**src/rtl/instruction_fetch_if.sv**
```systemverilog
// Fetch-side bus bundle: program-memory port, decoder strobes, PCL access and stack status.
// The fetch unit uses the master view; the decoder/memory environment uses the slave view.
interface instruction_fetch_if #(
    parameter int PC_WIDTH = 15
);
    logic [PC_WIDTH-1:0] pm_addr;
    logic [13:0]         pm_data;
    logic [13:0]         instr_current;
    logic                instr_rd_en;
    logic                instr_flush;
    logic                pc_incr_en;
    logic                pc_j_en;
    logic                pc_call_en;
    logic                pc_ret_en;
    logic                pcl_wr_en;
    logic [7:0]          pcl_wr_data;
    logic [6:0]          pclath;
    logic [7:0]          pcl_rd;
    logic                stk_ovf;
    logic                stk_unf;

    modport master (
        output pm_addr, instr_current, pcl_rd, stk_ovf, stk_unf,
        input  pm_data, instr_rd_en, instr_flush, pc_incr_en, pc_j_en,
               pc_call_en, pc_ret_en, pcl_wr_en, pcl_wr_data, pclath
    );

    modport slave (
        input  pm_addr, instr_current, pcl_rd, stk_ovf, stk_unf,
        output pm_data, instr_rd_en, instr_flush, pc_incr_en, pc_j_en,
               pc_call_en, pc_ret_en, pcl_wr_en, pcl_wr_data, pclath
    );
endinterface

```
**src/rtl/instruction_fetch.sv**
```systemverilog
// PIC16-style fetch unit: program counter, current-instruction register and a circular
// hardware return stack that overwrites its oldest entry on overflow.
module instruction_fetch #(
    parameter int          PC_WIDTH    = 15,
    parameter int          STACK_DEPTH = 16,
    parameter logic [13:0] NOP_WORD    = 14'h0000
) (
    input logic               clk,
    input logic               rst,
    instruction_fetch_if.master bus
);
    localparam int SP_W    = $clog2(STACK_DEPTH);
    localparam int DEPTH_W = SP_W + 1;
    localparam logic [DEPTH_W-1:0] DEPTH_FULL = DEPTH_W'(STACK_DEPTH);

    logic [PC_WIDTH-1:0] pc_q, pc_d;
    logic [13:0]         instr_q, instr_d;
    logic [SP_W-1:0]     sp_q, sp_d;
    logic [DEPTH_W-1:0]  depth_q, depth_d;
    logic                ovf_q, ovf_d;
    logic                unf_q, unf_d;
    logic                push_en;

    logic [PC_WIDTH-1:0] stack_q [STACK_DEPTH];

    logic [PC_WIDTH-1:0] jump_target;
    logic [PC_WIDTH-1:0] pcl_target;
    logic [SP_W-1:0]     sp_inc;
    logic [SP_W-1:0]     sp_dec;

    assign jump_target = PC_WIDTH'({bus.pclath[6:3], instr_q[10:0]});
    assign pcl_target  = PC_WIDTH'({bus.pclath, bus.pcl_wr_data});
    assign sp_inc      = sp_q + SP_W'(1);
    assign sp_dec      = sp_q - SP_W'(1);

    // Return beats call, so a simultaneous call/return only pops.
    always_comb begin
        pc_d    = pc_q;
        sp_d    = sp_q;
        depth_d = depth_q;
        ovf_d   = ovf_q;
        unf_d   = unf_q;
        push_en = 1'b0;
        if (bus.pc_ret_en) begin
            sp_d = sp_dec;
            pc_d = stack_q[sp_dec];
            if (depth_q == '0) unf_d = 1'b1;
            else               depth_d = depth_q - DEPTH_W'(1);
        end else if (bus.pc_call_en) begin
            push_en = 1'b1;
            sp_d    = sp_inc;
            pc_d    = jump_target;
            if (depth_q == DEPTH_FULL) ovf_d = 1'b1;
            else                       depth_d = depth_q + DEPTH_W'(1);
        end else if (bus.pc_j_en) begin
            pc_d = jump_target;
        end else if (bus.pcl_wr_en) begin
            pc_d = pcl_target;
        end else if (bus.pc_incr_en) begin
            pc_d = pc_q + PC_WIDTH'(1);
        end
    end

    always_comb begin
        instr_d = instr_q;
        if (bus.instr_flush)      instr_d = NOP_WORD;
        else if (bus.instr_rd_en) instr_d = bus.pm_data;
    end

    always_ff @(posedge clk) begin
        if (rst) begin
            pc_q    <= '0;
            instr_q <= NOP_WORD;
            sp_q    <= '0;
            depth_q <= '0;
            ovf_q   <= 1'b0;
            unf_q   <= 1'b0;
        end else begin
            pc_q    <= pc_d;
            instr_q <= instr_d;
            sp_q    <= sp_d;
            depth_q <= depth_d;
            ovf_q   <= ovf_d;
            unf_q   <= unf_d;
        end
    end

    // Stack storage deliberately survives reset; only the pointers are cleared.
    always_ff @(posedge clk) begin
        if (push_en && !rst) stack_q[sp_q] <= pc_q;
    end

    assign bus.pm_addr       = pc_q;
    assign bus.instr_current = instr_q;
    assign bus.pcl_rd        = pc_q[7:0];
    assign bus.stk_ovf       = ovf_q;
    assign bus.stk_unf       = unf_q;
endmodule

```
**src/flat_wrapper.sv**
```systemverilog
// flat-port wrapper written by rule: the top's interface ports become plain ports
module instruction_fetch_flat 
#(
    parameter int          PC_WIDTH    = 15,
    parameter int          STACK_DEPTH = 16,
    parameter logic [13:0] NOP_WORD    = 14'h0000
)
  (clk, rst, bus_pm_addr, bus_instr_current, bus_pcl_rd, bus_stk_ovf, bus_stk_unf, bus_pm_data, bus_instr_rd_en, bus_instr_flush, bus_pc_incr_en, bus_pc_j_en, bus_pc_call_en, bus_pc_ret_en, bus_pcl_wr_en, bus_pcl_wr_data, bus_pclath);
  instruction_fetch_if #(.PC_WIDTH(PC_WIDTH)) bus_i ();
  input logic clk;
  input logic rst;
  output wire logic [$bits(bus_i.pm_addr)-1:0] bus_pm_addr;
  output wire logic [$bits(bus_i.instr_current)-1:0] bus_instr_current;
  output wire logic [$bits(bus_i.pcl_rd)-1:0] bus_pcl_rd;
  output wire logic [$bits(bus_i.stk_ovf)-1:0] bus_stk_ovf;
  output wire logic [$bits(bus_i.stk_unf)-1:0] bus_stk_unf;
  input wire logic [$bits(bus_i.pm_data)-1:0] bus_pm_data;
  input wire logic [$bits(bus_i.instr_rd_en)-1:0] bus_instr_rd_en;
  input wire logic [$bits(bus_i.instr_flush)-1:0] bus_instr_flush;
  input wire logic [$bits(bus_i.pc_incr_en)-1:0] bus_pc_incr_en;
  input wire logic [$bits(bus_i.pc_j_en)-1:0] bus_pc_j_en;
  input wire logic [$bits(bus_i.pc_call_en)-1:0] bus_pc_call_en;
  input wire logic [$bits(bus_i.pc_ret_en)-1:0] bus_pc_ret_en;
  input wire logic [$bits(bus_i.pcl_wr_en)-1:0] bus_pcl_wr_en;
  input wire logic [$bits(bus_i.pcl_wr_data)-1:0] bus_pcl_wr_data;
  input wire logic [$bits(bus_i.pclath)-1:0] bus_pclath;
  assign bus_pm_addr = bus_i.pm_addr;
  assign bus_instr_current = bus_i.instr_current;
  assign bus_pcl_rd = bus_i.pcl_rd;
  assign bus_stk_ovf = bus_i.stk_ovf;
  assign bus_stk_unf = bus_i.stk_unf;
  assign bus_i.pm_data = bus_pm_data;
  assign bus_i.instr_rd_en = bus_instr_rd_en;
  assign bus_i.instr_flush = bus_instr_flush;
  assign bus_i.pc_incr_en = bus_pc_incr_en;
  assign bus_i.pc_j_en = bus_pc_j_en;
  assign bus_i.pc_call_en = bus_pc_call_en;
  assign bus_i.pc_ret_en = bus_pc_ret_en;
  assign bus_i.pcl_wr_en = bus_pcl_wr_en;
  assign bus_i.pcl_wr_data = bus_pcl_wr_data;
  assign bus_i.pclath = bus_pclath;
  instruction_fetch #(.PC_WIDTH(PC_WIDTH), .STACK_DEPTH(STACK_DEPTH), .NOP_WORD(NOP_WORD)) u_core (.clk(clk), .rst(rst), .bus(bus_i));
endmodule
```
**config.mk**
```make
export PLATFORM = sky130hd
export DESIGN_NAME = instruction_fetch_flat
export DESIGN_NICKNAME = d
export VERILOG_FILES = /design/src/rtl/instruction_fetch_if.sv /design/src/rtl/instruction_fetch.sv /design/src/flat_wrapper.sv
export SDC_FILE = /design/constraint.sdc
export NUM_CORES = 1
export LEC_CHECK = 0
export CAP_MARGIN = 0
export CORE_MARGIN = 2
export CORE_UTILIZATION = 23
export CTS_CLUSTER_SIZE = 10
export DETAILED_ROUTE_END_ITERATION = 8
export PLACE_DENSITY_LB_ADDON = 0.08
export SETUP_SLACK_MARGIN = 0.2
export SYNTH_ARGS = -nofsm -noshare
export SYNTH_HDL_FRONTEND = slang
export SYNTH_SLANG_ARGS = --single-unit
```
**constraint.sdc**
```tcl
create_clock -name clk -period 7.1 [get_ports clk]
set_clock_uncertainty 0.15 [all_clocks]
set_input_delay 1.065 -clock clk [delete_from_list [all_inputs] [get_ports clk]]
set_output_delay 1.065 -clock clk [all_outputs]
set_load 0.005 [all_outputs]
```
==> impl_metrics.toml, run 1 <==
[run_status]
status = "finished, final reports clean"

[cts]
clkSlewWorstSetupHoldPaths_ns = 0.05
cts_root_buffer = "clkbuf_16"
cts_tree = "done"
clk_latency_ns = 0.54
clock_path_buffers = 3
cts_resized = 0
cts_buffers = 36
clock_sinks = 280
post_cts_buffers = 0
cts_hold_buffers = 0
htreeDepth = 2

[sta]
tns_ns = 0
fmax_ghz = 0.245
hold_viol = 0
tightest_slew_ns = 1.04
rsz0062_at_grt = "no"
slew_viol_final = 0
finalSetupViolCount = 0
relSlewSlack_pct = 30.7
fin_crit_ns = 4.08
min_period_over_period_pct = 57.5

[power]
pwr-share-clk_pct = 38.7
p_per_area_mw_per_mm2 = 304
combPwrFrac_pct = 16.2
ir_drop_v = 0.000156
p_leak_nw = 4.66
p_int_mw = 3.19
p_switching_mw = 1.15
p_sw_share_pct = 26.5
pwr-share-seq_pct = 45.1

[placed_design]
hpwl_um = 21500
port_buffers = 76
gp_congestion = 0.719

[synth]
synth_xor_area_share_pct = 1.35
synth-compound-area-share_pct = 4.63
synth-async-reset-ratio_pct = 0
yosys.area.top_type = "edfxtp_1"
synth_ff_type = "edfxtp_1"
synth_edf_count = 240
synth_top_area_share_pct = 62.3
syn_nets = 757
synthMuxAreaShare_pct = 14.3
synthCells = 710
synthSimpleGateAreaFrac_pct = 7.09
synth_most_common_cell = "edfxtp_1"
ys_types = 59
synth_top_family_by_area = "multiplexers"
avgSynthCellArea_um2 = 16.3
synthAdderAreaFrac_pct = 1.04
ys_seq_elements = 280
synth_area_leaders = "edfxtp_1, mux4_2, dfxtp_1, mux4_1, mux2i_1"
yosys_warnings = 0
netlist_area_mm2 = 0.0116
synthTopCellsByCount = "edfxtp_1, nand2_1, nor2_1"
synth_seq_area_share_pct = 69.2

[setup_path]
setup.worst_path.class = "reg -> reg"
critPathCapture = "u_core.bus.pm_addr[0]"
cp-start-kind = "flip-flop"
required_ns = 7.38
crit_start = "u_core.sp_q[0]"
crit_arrival_ns = 4.36
crit_fanout = 21
rr_startpoint = "u_core.sp_q[0]"
end_kind = "flip-flop"
rr_worst_depth = 8
reg2reg_slack_ns = 3.02
r2r_end = "u_core.bus.pm_addr[0]"

[drt]
ant_nets = 0
first_pass_iters = 4
wl_per_cell_um = 22.1
drc_errors = 0
drt-total-wl_um = 33100
drt-vias-per-instance = 4.43
drt_iter0_drc = 425
dr_total_vias = 6632

[global_route]
grt_start_max_net_pins = 41
grt_pass1_vias = 7192
grt_use_total_pct = 12.8
grt_pass1_wl_um = 49500
grt_overflow_total = 0
antenna_found_initial = 1

[worst_hold_path]
hold_class = "reg -> reg"

[die]
core_region_area_mm2 = 0.0500
rows = 82
fp.dieArea_mm2 = 0.0521
fp.dieW_um = 228
start_util_pct = 23.2
ioPinCount = 77
die_h_um = 228

[finish]
drive_gt1_share_pct = 17.4
regArea_mm2 = 0.00801
area_growth_pct = 23.3
n_antenna_cell = 0
multi_input_area_mm2 = 0.00335
nets = 853
final_util_pct = 28.6
num-fill-cells = 5007

[job]
drv_cap = 0
-- cells by family after synthesis --
kind of cell | after synthesis
XOR/XNOR | 17
flip-flops | 280
AO/OA/AOI/OAI | 78
buffers and inverters | 55
adder cells (fa/ha/maj) | 9
AND/OR/NAND/NOR | 185
multiplexers | 86
-- metal layers --
metal	part of all wire [%]	track usage, %	up-vias
met1	48	17.7	3448
met5	0	0	-
met2	46	20.4	168
met4	2.0	4.23	0
met3	4.0	2.37	42
li1	-	-	2974
-- flip-flops by register name (all words and copies together) (netlist names) --
signal and count:
u_core.sp_q 4, u_core.bus.pm_addr 15, u_core.bus.stk_ovf 1, u_core.stack_q 240, u_core.bus.instr_current 14, u_core.depth_q 5
u_core.bus.stk_unf 1
-- through the flow --
step	cell area (µm²)	total power, mW	hold slack [ns]	instances	setup slack (ns)
after floorplan	11600	2.41	0.292	710	3.55
after global placement	13200	2.70	0.290	1440	2.92
after detailed placement	13200	2.71	0.300	1440	2.85
after CTS	14300	4.42	0.307	1498	2.87
after global routing	14300	4.54	0.329	1498	2.78
final	14300	4.34	0.300	1498	3.02
-- worst min path at each step --
| stage | startpoint | to | slack (ns) | depth (start not counted) |
|---|---|---|---|---|
| floorplan | u_core.bus.stk_unf | u_core.bus.stk_unf | 0.29 | 2 |
| global placement | u_core.bus.stk_unf | u_core.bus.stk_unf | 0.29 | 2 |
| detailed placement | u_core.bus.stk_unf | u_core.bus.stk_unf | 0.30 | 2 |
| CTS | u_core.bus.stk_unf | u_core.bus.stk_unf | 0.31 | 2 |
| global route | u_core.bus.stk_unf | u_core.bus.stk_unf | 0.33 | 2 |
| finish | u_core.bus.stk_unf | u_core.bus.stk_unf | 0.30 | 2 |
-- worst max-delay path: stages (launching register included) --
cell     delay (ns)
dfxtp_4        0.42
inv_1          0.57
ha_2           0.42
xor2_4         0.79
buf_4          0.48
mux4_1         0.61
mux2i_1        0.20
nand2_1        0.12
a22o_1         0.20
-- area by class of cell --
class                           count  area share (%)
Inverter                            9           0.237
Clock inverter                     11           0.570
Timing Repair Buffer              104            6.80
Sequential cell                   280            56.1
Multi-Input combinational cell    375            23.5
Tap cell                          672            5.89
Clock buffer                       47            6.90
-- layout by cell type, fill, tap and decap left out, types with 4 or more instances in the layout --
master / Yosys / layout
mux4_1: 11 / 11
edfxtp_1: 240 / 240
xnor2_1: 11 / 11
clkbuf_1: 24 / 9
buf_4: 8 / 28
o21ai_0: 10 / 10
nor2_2: 0 / 12
o221ai_1: 4 / 4
nor3_1: 12 / 8
and3_1: 8 / 8
a31oi_1: 6 / 6
nand3_1: 17 / 17
mux4_2: 49 / 49
dfxtp_1: 40 / 39
nor3_2: 0 / 4
a32oi_1: 5 / 5
nor2_1: 61 / 49
nand2_1: 64 / 64
mux2i_1: 25 / 25
clkinv_1: 1 / 9
ha_1: 8 / 7
clkdlybuf4s50_1: 0 / 76
a211oi_1: 5 / 5
inv_1: 8 / 8
clkbuf_16: 0 / 38
nor2b_1: 5 / 5
xor2_1: 5 / 5
a21oi_1: 23 / 23
-- power by group through the flow --
stage / sequential (mW) / clock [mW] / combinational (mW)
finish: 1.96 / 1.68 / 0.701
global placement: 1.99 / 0 / 0.714
CTS: 1.96 / 1.74 / 0.721
global route: 1.97 / 1.81 / 0.767
floorplan: 1.97 / 0 / 0.436
detailed placement: 1.99 / 0 / 0.718
(Power assumes the default switching activity.)
==> run 2: changes to the inputs <==
- clock period: 7.1 -> 3.4 ns (I/O delays scaled with it)
==> impl_metrics.toml, run 2 (synthesis gave the netlist of run 1 again) <==
[run_status]
status = "finished, final reports clean"

[cts]
clk_latency_ns = 0.51
cts_root_buffer = "clkbuf_16"
clock_path_buffers = 3
cts_hold_buffers = 0
cts_tree = "done"
post_cts_buffers = 0
clkSlewWorstSetupHoldPaths_ns = 0.06
cts_buffers = 35
htreeDepth = 2
cts_resized = 0
clock_sinks = 280

[sta]
relSlewSlack_pct = 46.8
min_period_over_period_pct = 88.5
hold_viol = 0
rsz0062_at_grt = "no"
tightest_slew_ns = 0.778
tns_ns = 0
slew_viol_final = 0
fmax_ghz = 0.332
finalSetupViolCount = 0
fin_crit_ns = 3.01
whs_ns = 0.310

[setup_path]
crit_arrival_ns = 3.27
path_depth = 9
path_cells = "inv_1, ha_2, xor2_4, buf_4, buf_4, mux4_1, mux2i_1, nand2_1, a22o_1"
crit_family = "multiplexers"
setup.worst_path.class = "reg -> reg"
end_kind = "flip-flop"
cp-start-kind = "flip-flop"
crit_top_cell = "buf_4"
required_ns = 3.66
r2r_end = "u_core.bus.pm_addr[1]"
slowest_stage = "mux4_1"
reg2reg_slack_ns = 0.39
cp_num_buf_inv = 3
crit_fanout = 15
slowest_delay_ns = 0.56
rr_worst_depth = 9
rr_startpoint = "u_core.sp_q[0]"

[die]
fp.dieW_um = 228
ioPinCount = 77
core_region_area_mm2 = 0.0500
die_h_um = 228
fp.dieArea_mm2 = 0.0521
start_util_pct = 23.2
rows = 82

[drt]
drc_errors = 0
first_pass_iters = 4
dr_total_vias = 6765
drt_iter0_drc = 445
drt-total-wl_um = 34900
ant_nets = 0
wl_per_cell_um = 22.7
drt-vias-per-instance = 4.41

[global_route]
grt_overflow_total = 0
antenna_found_initial = 0
use_met3_pct = 2.52
grt_pass1_vias = 7054
met2_usage_pct = 21.6
grt_pass1_wl_um = 51000
grtUsageMet1_pct = 18.7
top_usage_layer = "met2"
grt_use_total_pct = 13.5
grt_start_max_net_pins = 46

[finish]
num-fill-cells = 5042
final_cell_mix = "edfxtp_1, clkdlybuf4s50_1, nand2_1, buf_4"
final_common_cell = "edfxtp_1"
area_growth_pct = 25.5
nets = 887
fin_cells = 1533
largest_reg_flops = 240
top_register = "u_core.stack_q"
final_util_pct = 29.1
drive_gt1_share_pct = 21.0

[placed_design]
gp_congestion = 0.753
dp.cells = 1475
hpwl_um = 23300
port_buffers = 76

[power]
p_per_area_mw_per_mm2 = 621
ir_drop_v = 0.000287
p_leak_nw = 4.84

[worst_hold_path]
hold_path_depth = 2
hold_class = "reg -> reg"
min-delay-start = "u_core.bus.stk_unf"
holdPathEnd = "u_core.bus.stk_unf"

[job]
drv_cap = 0
[run 2: cell types whose count changed in the layout (fill, tap and decap cells not counted), moves of 2 or more]
cell      before  now
clkbuf_1       9   13
buf_4         28   62
clkinv_1       9    2
clkinv_2       1    3
clkbuf_8       0    3
[run 2: worst max path at each step]
| stage | endpoint | slack (ns) | from |
|---|---|---|---|
| 3_3_place_gp | u_core.bus.pm_addr[9] | 0.06 | bus_pc_call_en |
| 5_1_grt | u_core.bus.pm_addr[1] | 0.22 | u_core.sp_q[0] |
| 3_5_place_dp | u_core.bus.pm_addr[9] | 0.11 | bus_pc_call_en |
| 2_1_floorplan | u_core.bus.pm_addr[1] | 0.24 | u_core.sp_q[0] |
| 4_1_cts | u_core.bus.pm_addr[1] | 0.34 | u_core.sp_q[0] |
| 6_report | u_core.bus.pm_addr[1] | 0.39 | u_core.sp_q[0] |
[run 2: worst register-to-register path: stages, from the launching register on]
cell and delay (ns):
dfxtp_4 0.51, inv_1 0.11, ha_2 0.26, xor2_4 0.43
buf_4 0.29, buf_4 0.20, mux4_1 0.57, mux2i_1 0.14
nand2_1 0.07, a22o_1 0.19
[run 2: final cells by class]
cell class                 count  area (µm²)  area share, %
antenna                        1        2.50         0.0172
clock buffer                  53        1020           7.00
clock inverter                 4        18.8          0.129
inverter                       9        33.8          0.233
multi-input combinational    375        3350           23.1
sequential                   280        8010           55.2
tap                          672         841           5.79
timing repair buffer         139        1250           8.58
[run 2: where the power goes]
group          switching, mW  internal, mW  leakage, nW  total [mW]
logic                  0.891         0.697         1.80        1.59
registers              0.109          3.92         2.53        4.03
clock network           1.36          2.04        0.506        3.40
[run 2: metal layers]
metal / wire, µm / share of wire (%)
met1: 16800 / 48
met2: 16100 / 46
met3: 1420 / 4.1
met4: 580 / 1.7
met5: 0 / 0
[run 2: stage by stage]
stage,power (mW),setup slack (ns),cell area (µm²)
6_report,9.01,0.392,14500
5_1_grt,9.42,0.222,14500
4_1_cts,9.19,0.340,14500
3_3_place_gp,5.69,0.0581,13500
3_5_place_dp,5.72,0.110,13500
2_1_floorplan,5.04,0.237,11600
